**config.mk**
```make
export PLATFORM = sky130hd
export DESIGN_NAME = wta_pipe_tree
export DESIGN_NICKNAME = d
export VERILOG_FILES = /design/src/rtl/wta_pipe_tree.sv
export SDC_FILE = /design/constraint.sdc
export NUM_CORES = 1
export LEC_CHECK = 0
export BUFFER_PORTS_ARGS = -buffer_cell sky130_fd_sc_hd__buf_2
export CORE_ASPECT_RATIO = 1.5
export CORE_MARGIN = 2
export CORE_UTILIZATION = 45
export DETAILED_ROUTE_END_ITERATION = 10
export PLACE_DENSITY_LB_ADDON = 0.2
export SLEW_MARGIN = 20
export SYNTH_ARGS = -nofsm -noshare
export SYNTH_HDL_FRONTEND = slang
export SYNTH_SLANG_ARGS = --single-unit
```
**constraint.sdc**
```tcl
create_clock -name clk -period 4.6 [get_ports clk]
set_clock_uncertainty 0.2 [all_clocks]
set_input_delay 0.46 -clock clk [delete_from_list [all_inputs] [get_ports clk]]
set_output_delay 0.46 -clock clk [all_outputs]
set_load 0.02 [all_outputs]
```
**src/rtl/wta_pipe_tree.sv**
```systemverilog
// Pipelined Wallace-tree adder: NUM_PP unsigned operands reduced by 3:2 CSA layers,
// registered every REG_EVERY layers, then a registered carry-propagate add.
module wta_pipe_tree #(
  parameter int NUM_PP = 10,
  parameter int PP_WIDTH = 32,
  parameter int REG_EVERY = 2,
  localparam int OUT_WIDTH = PP_WIDTH + $clog2(NUM_PP)
) (
  input  logic                       clk,
  input  logic                       rst_n,
  input  logic                       in_valid,
  output logic                       in_ready,
  input  logic [NUM_PP*PP_WIDTH-1:0] pp_in,
  output logic                       out_valid,
  input  logic                       out_ready,
  output logic [OUT_WIDTH-1:0]       out_sum
);

  function automatic int num_layers(input int np);
    int n;
    int l;
    n = np;
    l = 0;
    while (n > 2) begin
      n = n - n / 3;
      l++;
    end
    return l;
  endfunction

  // operand count entering layer k
  function automatic int layer_n(input int k);
    int n;
    n = NUM_PP;
    for (int i = 0; i < k; i++)
      n = n - n / 3;
    return n;
  endfunction

  localparam int L = num_layers(NUM_PP);
  localparam int S = (L + REG_EVERY - 1) / REG_EVERY;
  localparam int LD = (L > 0) ? L : 1;
  localparam int SD = (S > 0) ? S : 1;

  // last CSA layer folded into stage s
  function automatic int stage_last(input int s);
    int e;
    e = (s + 1) * REG_EVERY;
    if (e > L)
      e = L;
    return e - 1;
  endfunction

  typedef logic [OUT_WIDTH-1:0] word_t;

  word_t         ext   [NUM_PP];
  word_t         cur   [LD][NUM_PP];
  word_t         nxt   [LD][NUM_PP];
  word_t         stg_q [SD][NUM_PP];
  logic [SD-1:0] stg_v;
  word_t         cpa_a;
  word_t         cpa_b;
  logic          last_v;
  logic          stall;

  assign stall    = out_valid & ~out_ready;
  assign in_ready = ~stall;

  // zero-extend every operand to the result width
  always_comb begin
    for (int j = 0; j < NUM_PP; j++)
      ext[j] = {{(OUT_WIDTH-PP_WIDTH){1'b0}},
                pp_in[j*PP_WIDTH +: PP_WIDTH]};
  end

  // CSA layers; a stage boundary takes its operands from the stage register
  always_comb begin
    int n;
    int g3;
    int si;
    int di;
    n  = 0;
    g3 = 0;
    si = 0;
    di = 0;
    for (int k = 0; k < LD; k++)
      for (int j = 0; j < NUM_PP; j++) begin
        cur[k][j] = '0;
        nxt[k][j] = '0;
      end
    for (int k = 0; k < L; k++) begin
      n  = layer_n(k);
      g3 = n / 3;
      for (int j = 0; j < NUM_PP; j++) begin
        if (k == 0)
          cur[k][j] = ext[j];
        else if (k % REG_EVERY == 0)
          cur[k][j] = stg_q[k / REG_EVERY - 1][j];
        else
          cur[k][j] = nxt[k - 1][j];
      end
      for (int g = 0; g < NUM_PP / 3; g++) begin
        if (g < g3) begin
          nxt[k][2*g] = cur[k][3*g] ^ cur[k][3*g+1]
                      ^ cur[k][3*g+2];
          nxt[k][2*g+1] = ((cur[k][3*g] & cur[k][3*g+1])
                        | (cur[k][3*g] & cur[k][3*g+2])
                        | (cur[k][3*g+1] & cur[k][3*g+2])) << 1;
        end
      end
      for (int t = 0; t < 2; t++) begin
        si = 3 * g3 + t;
        di = 2 * g3 + t;
        if (si < n)
          nxt[k][di] = cur[k][si];
      end
    end
  end

  if (S > 0) begin : g_stg
    // CSA stage registers with their valid bits; all hold on stall
    always_ff @(posedge clk or negedge rst_n) begin
      if (!rst_n) begin
        stg_v <= '0;
        for (int s = 0; s < SD; s++)
          for (int j = 0; j < NUM_PP; j++)
            stg_q[s][j] <= '0;
      end else if (!stall) begin
        stg_v[0] <= in_valid;
        for (int s = 1; s < S; s++)
          stg_v[s] <= stg_v[s-1];
        for (int s = 0; s < S; s++)
          for (int j = 0; j < NUM_PP; j++)
            stg_q[s][j] <= nxt[stage_last(s)][j];
      end
    end

    assign cpa_a  = stg_q[S-1][0];
    assign cpa_b  = stg_q[S-1][1];
    assign last_v = stg_v[S-1];
  end else begin : g_nostg
    // two operands need no CSA layer: feed the adder directly
    always_comb begin
      stg_v = '0;
      for (int s = 0; s < SD; s++)
        for (int j = 0; j < NUM_PP; j++)
          stg_q[s][j] = '0;
    end

    assign cpa_a  = ext[0];
    assign cpa_b  = ext[1];
    assign last_v = in_valid;
  end

  // registered carry-propagate add; holds result while stalled
  always_ff @(posedge clk or negedge rst_n) begin
    if (!rst_n) begin
      out_valid <= 1'b0;
      out_sum   <= '0;
    end else if (!stall) begin
      out_valid <= last_v;
      out_sum   <= cpa_a + cpa_b;
    end
  end

endmodule

```
# Word-level counts from Yosys, hierarchy flattened
# Index checks and enable logic that the tools add are counted.
dict set report word_totals {
  out_inout_bits 38
  reg_bits 379
  elab_cells 80
  in_bits 324
}
dict set report classes {
  muxes 4
  n_addsub 2
  bitwise 60
  magnitude_cmp 1
}
# operator count
set op_table {}
lappend op_table {{binary-select mux 360 bit (select 3 bit)} 1}
lappend op_table {{2-to-1 mux 360 bit} 2}
lappend op_table {{AND 32 bit} 10}
lappend op_table {{OR 32 bit} 6}
lappend op_table {{XOR 32 bit} 6}
lappend op_table {{OR 35 bit} 5}
lappend op_table {{OR 33 bit} 3}
lappend op_table {{AND 35 x 32 -> 35 bit} 2}
lappend op_table {{AND 35 bit} 2}
lappend op_table {{AND 32 x 33 -> 33 bit} 2}
lappend op_table {{AND 33 x 32 -> 33 bit} 2}
lappend op_table {{AND 33 bit} 2}
lappend op_table {{XOR 33 x 32 -> 33 bit} 2}
lappend op_table {{adder 36 bit} 1}
lappend op_table {{XOR 34 x 36 -> 36 bit} 1}
lappend op_table {{XOR 36 x 32 -> 36 bit} 1}
lappend op_table {{XOR 36 x 34 -> 36 bit} 1}
lappend op_table {{XOR 36 bit} 1}
lappend op_table {{AND 35 x 34 -> 35 bit} 1}
lappend op_table {{OR 35 x 34 -> 35 bit} 1}
lappend op_table {{AND 33 x 34 -> 34 bit} 1}
lappend op_table {{AND 34 x 33 -> 34 bit} 1}
lappend op_table {{AND 34 bit} 1}
lappend op_table {{XOR 33 x 34 -> 34 bit} 1}
lappend op_table {{other kinds (10)} 11}

# Depth between registers and ports, before layout
# Gate-level depths: netlist (run 1).
dict set report logic_depth {
  depth_word 9
  ltp_mapped 9
  mapped_depth_nobuf 9
}

# Least setup slack after synthesis (run 1)
# Ideal clock, no wire load.
dict set report synth_timing {
  kind {register -> register}
  from {register stg_q, in the netlist cpa_a[1]}
  to {register out_sum[25]}
  synth_period_minus_slack_ns 2.393
  required_time_ns 4.314
  path_slack_ns 2.207
  arrival_ns 2.107
  path_stages_with_launch 10
  n_path_buf 0
  setup_ns 0.086
  cell_sequence {dfrtp_1 -> ha_1 -> inv_1 -> fa_1 -> nand2b_1 -> a21oi_1 -> o211ai_1 -> a211o_1 -> and4_1 -> nor3_1}
}
dict set report synth_between {
  elab_chain_cells 1
}
# item line_no
set synth_lines {}
lappend synth_lines {{from (decl)} 59} ;# word_t stg_q [SD][NUM_PP];
lappend synth_lines {{from (signal, indexed assignment)} 134} ;# stg_q[s][j] <= nxt[stage_last(s)][j];
lappend synth_lines {{adder 36 bit} 162} ;# out_sum <= cpa_a + cpa_b;
lappend synth_lines {{to (signal assigned)} 162}
lappend synth_lines {{to (decl)} 16} ;# output logic [OUT_WIDTH-1:0] out_sum
# No other way between the ends.
# A chain may end at the register's enable or synchronous reset.

# Worst setup path in the final report (run 1)
dict set report layout_timing {
  from {register stg_q, in the netlist cpa_a[1]}
  to {register out_sum[33]}
}
# The elaborated chain is that of the path after synthesis.

==> results of run 1 <==
report_power, final:
part | internal [mW] | switching [mW]
Sequential | 4.83 | 1.08
Combinational | 3.45 | 5.21
Clock | 1.86 | 1.26
Total | 10.1 | 7.55
metrics by stage:
stage               area (um^2)   util  cells  hold WS [ns]  setup WS, ns
floorplan                 22100      -   2413       -0.0356          2.21
global placement          24600  0.505   3347         0.241          1.78
detailed placement        24600  0.505   3347         0.253          1.70
CTS                       26100  0.537   3442       0.00828          1.68
global route              26100  0.537   3442        0.0208          1.61
finish                    26100  0.537   3442        0.0146          1.71
path summary, 6_finish.rpt:
kind	from	endpoint	cells after the start	slack [ns]
worst min register to register	stg_v[2]	stg_v[2]	2	0.26
worst max-delay path	cpa_a[1]	out_sum[33]	9	1.71
max in group asynchronous	rst_n	out_sum[22]	3	2.64
worst min-delay path	pp_in[305]	cur[593]	3	0.01
worst max register to register	cpa_a[1]	out_sum[33]	9	1.71
min in group asynchronous	rst_n	cur[1015]	2	0.40
flip-flops by register name (all words and copies together), names as in the netlist:
register,flops
cpa_b,34
stg_v,3
cpa_a,35
out_sum,36
cur,261
out_valid,1
per-layer routing:
layer  vias up  wire length, um
li1       7914                -
met1      7779            23000
met2       340            25500
met3        74             1560
met4         0             1350
met5         -                0
logic make-up after synthesis:
kind of cell / Yosys count
AND/OR/NAND/NOR: 1148
buffers and inverters: 419
flip-flops: 370
adder cells (fa/ha/maj): 295
AO/OA/AOI/OAI: 158
XOR/XNOR: 18
multiplexers: 5
cells in the final DEF, fill, tap and decap left out, types with 8 or more instances in the layout:
master / n
clkbuf_1: 8
fa_1: 252
inv_1: 323
a21o_1: 12
a21oi_1: 58
clkbuf_16: 39
dlygate4sd3_1: 32
nand2_1: 1044
buf_2: 360
nor3_1: 17
o21ai_0: 34
xnor2_1: 11
ha_1: 43
dfrtp_1: 370
nor2_1: 43
nand3_1: 10
cell type report:
class                           count  area [um^2]
Timing Repair Buffer              405         2290
Inverter                          324         1220
Clock buffer                       52         1070
Tap cell                          656          821
Sequential cell                   370         9260
Fill cell                        4498        22600
Multi-Input combinational cell   1624        11300
Clock inverter                     11          170
critical path, delay by kind of cell, from the launching register on:
| kind | cells | cell delay (ns) |
|---|---|---|
| buf+inv | 1 | 0.07 |
| compound gates | 5 | 1.40 |
| simple gates | 1 | 0.18 |
| flops | 1 | 0.35 |
| fa+ha+maj | 2 | 0.60 |
repair_timing:
action,4_1_cts,5_1_grt
endpoints found under the hold margin,139,0
resized for setup,0,0
hold buffers,32,0
setup buffers,0,0
endpoints found under the setup margin,0,0
==> summary.txt, run 1 <==
Power
  • Overall power: 17.7 mW
  • Worst ir drop on vdd: 0.421 mV
  • P_leak: 14.2 nW
  • PwrDens: 677 mW/mm^2

Setup path
  • Slowest-stage cell, CP: a211oi_1
  • Critical path class: flop to flop
  • Crit path DAT: 3.13 ns
  • Cell mode on critical path: a211oi_1
  • Worst Setup Start Kind: flop
  • Crit path max fanout: 4
  • Crit-path cells: ha_1 -> inv_1 -> fa_1 -> nand2b_1 -> a21oi_1 -> o211ai_1 -> a211oi_1 -> o21ai_0 -> a211oi_1
  • CP Capture Type: flop
  • Critical Path RT: 4.84 ns
  • Critical Path Max Stage Delay: 0.51 ns

Timing
  • TNS Setup: 0 ns
  • Slew margin rel.: 0.330
  • RSZ-0062 raised after global routing: no
  • Worst Tran Pin Value: 1.00 ns
  • Slew Viols, Final: 0
  • Post-route clock period utilization: 0.628
  • Final setup viols: 0
  • Final hold vios: 0
  • Max Fclk: 346 MHz
  • Fin crit period: 2.89 ns

Clock tree
  • Sink Count: 370
  • CTS buffer count: 37
  • CTS tree: yes
  • Clk Latency, worst-skew pair: 0.53 ns
  • Clock slew at reported path FFs: 0.07 ns
  • H-tree depth: 2
  • CTS Buffer Depth: 3
  • Clock root cell: clkbuf_16

Logic synthesis
  • Synthesized cell area: 0.0221 mm^2
  • Post-Synth Adder-Cell Area: 0.252
  • Yosys warning count: 0
  • Number of synthesized flops with an enable pin: 0
  • Synth Area in XOR/XNOR: 0.00712
  • Ranking of synthesized cells by area: dfrtp_1 (42%), fa_1 (23%), nand2_1 (18%)
  • Flops & latches, synth: 370
  • Synthesized instance count: 2413
  • Largest family of logic cells by synthesized area: adder cells
  • Dominant cell type by area after synthesis: dfrtp_1
  • Post-synth top flop: dfrtp_1
  • Most common cell in the netlist: nand2_1
  • Most common library cells after synthesis: nand2_1 (1044), dfrtp_1 (370), inv_1 (323), fa_1 (252), clkbuf_1 (76)
  • Synth Area in Compound Gates: 0.0465
  • Simple-gate share of the synthesized area: 0.201
  • Syn Area/Cell: 9.18 um^2
  • Async set or reset register ratio after synthesis: 1.00
  • Netlist cell types: 67
  • Net Count, Synth: 3032
  • Multiplexer share of the synthesized area: 0.00232
  • Synth top area share: 0.418
  • Sequential-to-total area share from yosys stat: 0.418

Routing
  • First-pass DRT Iterations: 5
  • Post-DRT Antenna Nets: 0
  • Detailed-route via count: 16.1k
  • Vias per cell: 4.68
  • Total length of routed wires: 51500 um
  • Residual DRC count: 0
  • Routed WL per cell: 14.9 um
  • Initial DRC count: 793

Global route
  • Largest net degree at the start of global routing: 207
  • Initial antenna violation count: 0
  • Vias in the first global route: 16.8k
  • Met3 Usage GRT: 0.0174
  • Global Route Usage Sum: 0.206
  • Grt peak-use layer: met2
  • M1 GR Usage: 0.281
  • Met2 GRT Util: 0.353
  • Total grt overflow: 0
  • First-pass GRT wire length: 83900 um

Layout
  • Ratio of cells with drive above 1 in the final layout: 0.159
  • Area Overhead vs Synth: 18.0%
  • ANT cells: 0
  • Nets@finish: 3381

Placed design
  • Routability cong.: 0.841
  • Dpl hpwl: 39500 um
  • Port Buffer Count: 361

Outcome
  • Status: finished, final reports clean

Die
  • Site row count: 99
  • Starting Density: 0.455
  • Die area: 0.0510 mm^2
  • Die Wd: 185 um
  • Die Span Y: 276 um
  • Core Region: 0.0487 mm^2
  • I/O Pins: 362

Worst hold path
  • Worst hold path type: input pin to flop

Run
  • Max_cap viols: 0
(Power assumes the default switching activity.)
==> run 2, diff against run 1 <==
==> constraint.sdc (replaced) <==
create_clock -name clk -period 2.5 [get_ports clk]
set_clock_uncertainty 0.2 [all_clocks]
set_input_delay 0.25 -clock clk [delete_from_list [all_inputs] [get_ports clk]]
set_output_delay 0.25 -clock clk [all_outputs]
set_load 0.02 [all_outputs]
==> summary.txt, run 2 (synthesis gave the netlist of run 1 again) <==
Power
  • Net Switching: 14.3 mW
  • Cell Int Power: 19.7 mW
  • Switching share of power: 0.421
  • P_leak: 14.7 nW
  • PwrDens: 1260 mW/mm^2
  • Overall power: 34.1 mW
  • Sequential power share: 0.321
  • Clock power share: 0.167
  • Worst ir drop on vdd: 0.547 mV
  • Combinational fraction of design power: 0.512

Worst hold path
  • Hold Path Stages: 5
  • Worst hold path type: input pin to flop

Die
  • Site row count: 99
  • Core Region: 0.0487 mm^2
  • Starting Density: 0.455
  • Die area: 0.0510 mm^2
  • I/O Pins: 362
  • Die Span Y: 276 um
  • Die Wd: 185 um

Routing
  • DR WL met2: 25800 um
  • Vias per cell: 4.69
  • Routed WL per cell: 14.7 um
  • Top layer in use: met4
  • Detailed-route via count: 16.5k
  • Total length of routed wires: 51900 um
  • Met1 wire length: 23400 um
  • First-pass DRT Iterations: 5
  • Post-DRT Antenna Nets: 0
  • Residual DRC count: 0
  • Metal3 WL: 1680 um
  • Initial DRC count: 864

Layout
  • Ratio of cells with drive above 1 in the final layout: 0.197
  • Area Overhead vs Synth: 22.5%
  • Max FFs per register: 261
  • Finished Cell Area: 0.0271 mm^2
  • Storage element area: 0.00926 mm^2
  • Most frequent cells in the layout: nand2_1 (1042), dfrtp_1 (370), buf_2 (360)
  • Commonest non-fill, non-tap cell in the layout: nand2_1
  • Nets@finish: 3459
  • Area of the multi-input gates: 0.0116 mm^2
  • Final core occ: 0.557
  • Non-Filler Instances: 3523
  • Fillers: 4529

Placed design
  • Dpl hpwl: 40100 um
  • Port Buffer Count: 361
  • Placed Area: 0.0251 mm^2
  • Total placed cells including tap cells: 3412
  • Routability cong.: 0.836
  • DP Worst Slack: -0.253 ns

Timing
  • Post-route clock period utilization: 1.02
  • RSZ-0062 raised after global routing: yes
  • Fin crit period: 2.55 ns
  • Final setup viols: 1
  • Final hold vios: 0
  • Slew margin rel.: 0.436
  • Fin worst setup slack: -0.0485 ns
  • TNS Setup: -0.0485 ns
  • Slew Viols, Final: 0
  • Max Fclk: 392 MHz
  • Final hold slack: 0.0460 ns
  • Worst Tran Pin Value: 0.847 ns

Outcome
  • Status: complete, but fails checks
  • Failing checks: setup timing

Setup path
  • Crit path max fanout: 5
  • CP Capture Type: flop
  • Crit path DAT: 2.78 ns
  • Critical path class: flop to flop
  • Worst Setup Start Kind: flop
  • Critical Path RT: 2.73 ns
  • R2R depth: 9

Clock tree
  • H-tree depth: 2
  • CTS buffer count: 37
  • Clock root cell: clkbuf_16
  • Clk Latency, worst-skew pair: 0.53 ns
  • CTS tree: yes
  • Sink Count: 370
  • CTS Buffer Depth: 3
  • Clock slew at reported path FFs: 0.06 ns

Global route
  • Total grt overflow: 0
  • Largest net degree at the start of global routing: 161
  • Vias in the first global route: 17.5k
  • Global Route Usage Sum: 0.210
  • Initial antenna violation count: 1
  • First-pass GRT wire length: 86200 um

Run
  • Max_cap viols: 0
-- run 2: final timing paths --
path                       startpoint     endpoint  slack [ns]
setup / recovery             cpa_a[1]  out_sum[25]       -0.05
hold / removal             pp_in[287]    cur[1004]        0.05
setup reg to reg             cpa_a[1]  out_sum[25]       -0.05
hold reg to reg            out_sum[1]   out_sum[1]        0.26
max in group asynchronous       rst_n    cpa_b[22]        1.23
min in group asynchronous       rst_n     cur[619]        0.06
-- run 2: layout make-up --
| class | instances | area share |
|---|---|---|
| multi-input combinational | 1624 | 0.427 |
| sequential | 370 | 0.341 |
| timing repair buffer | 483 | 0.110 |
| inverter | 324 | 0.0451 |
| clock buffer | 49 | 0.0396 |
| tap | 656 | 0.0302 |
| clock inverter | 16 | 0.00650 |
| antenna | 1 | 0.0000922 |
-- run 2: routing by layer --
layer / up-vias / GRT usage
li1: 8087 / -
met1: 8042 / 0.288
met2: 334 / 0.363
met3: 63 / 0.0187
met4: 0 / 0.0512
met5: - / 0
-- run 2: repair_timing --
action                                 in CTS  in global routing
gates resized for setup                    21                 41
pin swaps                                  12                 20
hold buffers                               38                  0
setup endpoints to repair                  14                 20
cloned                                      0                  0
buffers inserted                            4                  5
endpoints found under the hold margin     349                  0
-- run 2: power by group through the flow --
| stage | Clock (mW) | Sequential, mW | Combinational, mW |
|---|---|---|---|
| after global routing | 6.06 | 11.4 | 20.1 |
| final | 5.70 | 10.9 | 17.4 |
| after global placement | 0 | 10.9 | 16.6 |
| after detailed placement | 0 | 11.0 | 16.8 |
| after CTS | 5.86 | 11.0 | 17.3 |
| after floorplan | 0 | 10.9 | 11.1 |
-- run 2: worst max-delay path, stage by stage (launching register included) --
cell      delay [ns]
dfrtp_1         0.35
ha_2            0.19
inv_2           0.04
fa_2            0.35
nand2b_4        0.16
a21oi_4         0.16
o211ai_1        0.23
a211o_1         0.41
and4_1          0.20
nor3_1          0.16
==> run 3, diff against run 2 <==
==> constraint.sdc (replaced) <==
create_clock -name clk -period 2.5 [get_ports clk]
set_clock_uncertainty 0.2 [all_clocks]
set_input_delay 0.5 -clock clk [delete_from_list [all_inputs] [get_ports clk]]
set_output_delay 0.5 -clock clk [all_outputs]
set_load 0.02 [all_outputs]
==> summary.txt, run 3 (synthesis gave the netlist of run 1 again) <==
Setup path
  • Crit path max fanout: 5
  • R2R setup slack: -0.004 ns
  • Critical path class: flop to flop
  • Crit-path leading delay family: compound AO/OA/AOI/OAI gates
  • CP Capture Type: flop
  • Crit Reg-Reg Startpoint: cpa_a[1]
  • R2R depth: 9
  • R2R Path End: out_sum[25]
  • Crit path DAT: 2.72 ns
  • Crit-path cells: ha_2 -> inv_2 -> fa_2 -> nand2b_4 -> a21oi_4 -> o211ai_1 -> a211o_1 -> a211oi_2 -> nor3_2
  • Slowest-stage cell, CP: a211o_1
  • Critical Path Max Stage Delay: 0.41 ns
  • Worst path bufs/invs: 1
  • Critical Path RT: 2.72 ns
  • Worst Setup Start Kind: flop

Clock tree
  • Clock slew at reported path FFs: 0.07 ns
  • CTS tree: yes
  • Clk Latency, worst-skew pair: 0.53 ns
  • CTS buffer count: 37
  • Sink Count: 370
  • H-tree depth: 2
  • Clock root cell: clkbuf_16
  • CTS Buffer Depth: 3

Layout
  • Nets@finish: 3454
  • Commonest non-fill, non-tap cell in the layout: nand2_1
  • Most frequent cells in the layout: nand2_1 (1041), dfrtp_1 (370), buf_2 (360)
  • Max FFs per register: 261
  • Final core occ: 0.557
  • ANT cells: 0
  • Area Overhead vs Synth: 22.4%
  • Storage element area: 0.00926 mm^2
  • Ratio of cells with drive above 1 in the final layout: 0.203
  • Non-Filler Instances: 3516
  • Area of the multi-input gates: 0.0116 mm^2
  • Finished Cell Area: 0.0271 mm^2
  • Fillers: 4479

Global route
  • Initial antenna violation count: 0
  • Total grt overflow: 0
  • First-pass GRT wire length: 86800 um
  • Global Route Usage Sum: 0.212
  • Vias in the first global route: 17.5k
  • Largest net degree at the start of global routing: 106

Run
  • Max_cap viols: 0

Die
  • I/O Pins: 362
  • Die Span Y: 276 um
  • Core Region: 0.0487 mm^2
  • Die area: 0.0510 mm^2
  • Die Wd: 185 um
  • Site row count: 99
  • Starting Density: 0.455

Placed design
  • Placed Area: 0.0253 mm^2
  • Dpl hpwl: 41200 um
  • Routability cong.: 0.849
  • Total placed cells including tap cells: 3425
  • Port Buffer Count: 361

Power
  • Worst ir drop on vdd: 0.548 mV
  • Cell Int Power: 20.1 mW
  • PwrDens: 1270 mW/mm^2
  • Clock power share: 0.167
  • P_leak: 14.7 nW
  • Switching share of power: 0.418
  • Overall power: 34.5 mW
  • Net Switching: 14.4 mW
  • Sequential power share: 0.316
  • Combinational fraction of design power: 0.516

Timing
  • Worst Tran Pin Value: 0.514 ns
  • Final hold vios: 0
  • Final setup viols: 1
  • Slew Viols, Final: 0
  • RSZ-0062 raised after global routing: yes
  • Post-route clock period utilization: 1.00
  • Fin crit period: 2.50 ns
  • Slew margin rel.: 0.656
  • Final hold slack: 0.0151 ns
  • Max Fclk: 399 MHz
  • Fin worst setup slack: -0.00385 ns

Routing
  • Vias per cell: 4.67
  • First-pass DRT Iterations: 5
  • Total length of routed wires: 52400 um
  • Routed WL per cell: 14.9 um
  • Initial DRC count: 820
  • Post-DRT Antenna Nets: 0
  • Residual DRC count: 0
  • Detailed-route via count: 16.4k

Outcome
  • Failing checks: setup timing
  • Status: complete, but fails checks

Worst hold path
  • Min-delay src: pp_in[303]
  • Worst hold path type: input pin to flop
  • Hold Path Sink: cur[591]
  • Hold Path Stages: 3
==> run 3: timing repair <==
| action | 4_1_cts | 5_1_grt |
|---|---|---|
| setup buffers | 4 | 8 |
| pin swaps | 17 | 33 |
| endpoints found under the hold margin | 59 | 0 |
| endpoints found under the setup margin | 20 | 22 |
| gates resized for setup | 21 | 51 |
| hold buffers | 17 | 0 |
==> run 3: how the worst max path moves through the flow <==
stage | end | cells after the start | start
final | out_sum[25] | 9 | cpa_a[1]
after global routing | out_sum[33] | 10 | cpa_a[1]
after CTS | out_sum[25] | 9 | cpa_b[1]
after detailed placement | out_sum[25] | 9 | cpa_a[1]
after global placement | out_sum[25] | 9 | cpa_a[1]
after floorplan | out_sum[25] | 9 | cpa_a[1]
==> run 3: through the flow <==
step,TNS [ns],setup slack [ns]
floorplan,0,0.107
global placement,-2.06,-0.302
detailed placement,-2.35,-0.337
CTS,-0.137,-0.0904
global route,-0.445,-0.0954
finish,-0.00385,-0.00385
==> run 3: per-layer routing <==
| metal | wire, um | track usage |
|---|---|---|
| met1 | 23100 | 0.289 |
| met2 | 26500 | 0.370 |
| met4 | 1170 | 0.0528 |
| met3 | 1650 | 0.0168 |
| met5 | 0 | 0 |
==> run 3: power groups by stage <==
stage                     clock (mW)  combinational (mW)  sequential, mW
after floorplan                    0                11.1            10.9
after global placement             0                16.8            10.9
after detailed placement           0                17.1            11.0
after CTS                       5.93                17.5            10.9
after global routing            6.14                20.6            11.3
final                           5.78                17.8            10.9
==> run 3: area by class of cell <==
type                            instances  share of cell area
Tap cell                              656              0.0303
Clock inverter                          8             0.00448
Multi-Input combinational cell       1624               0.428
Inverter                              324              0.0451
Timing Repair Buffer                  478               0.109
Clock buffer                           56              0.0420
Sequential cell                       370               0.341
==> run 3: tightest hold or removal path, cell delays in order <==
cell     delay, ns
buf_2         0.10
nand2_1       0.05
nand2_1       0.06
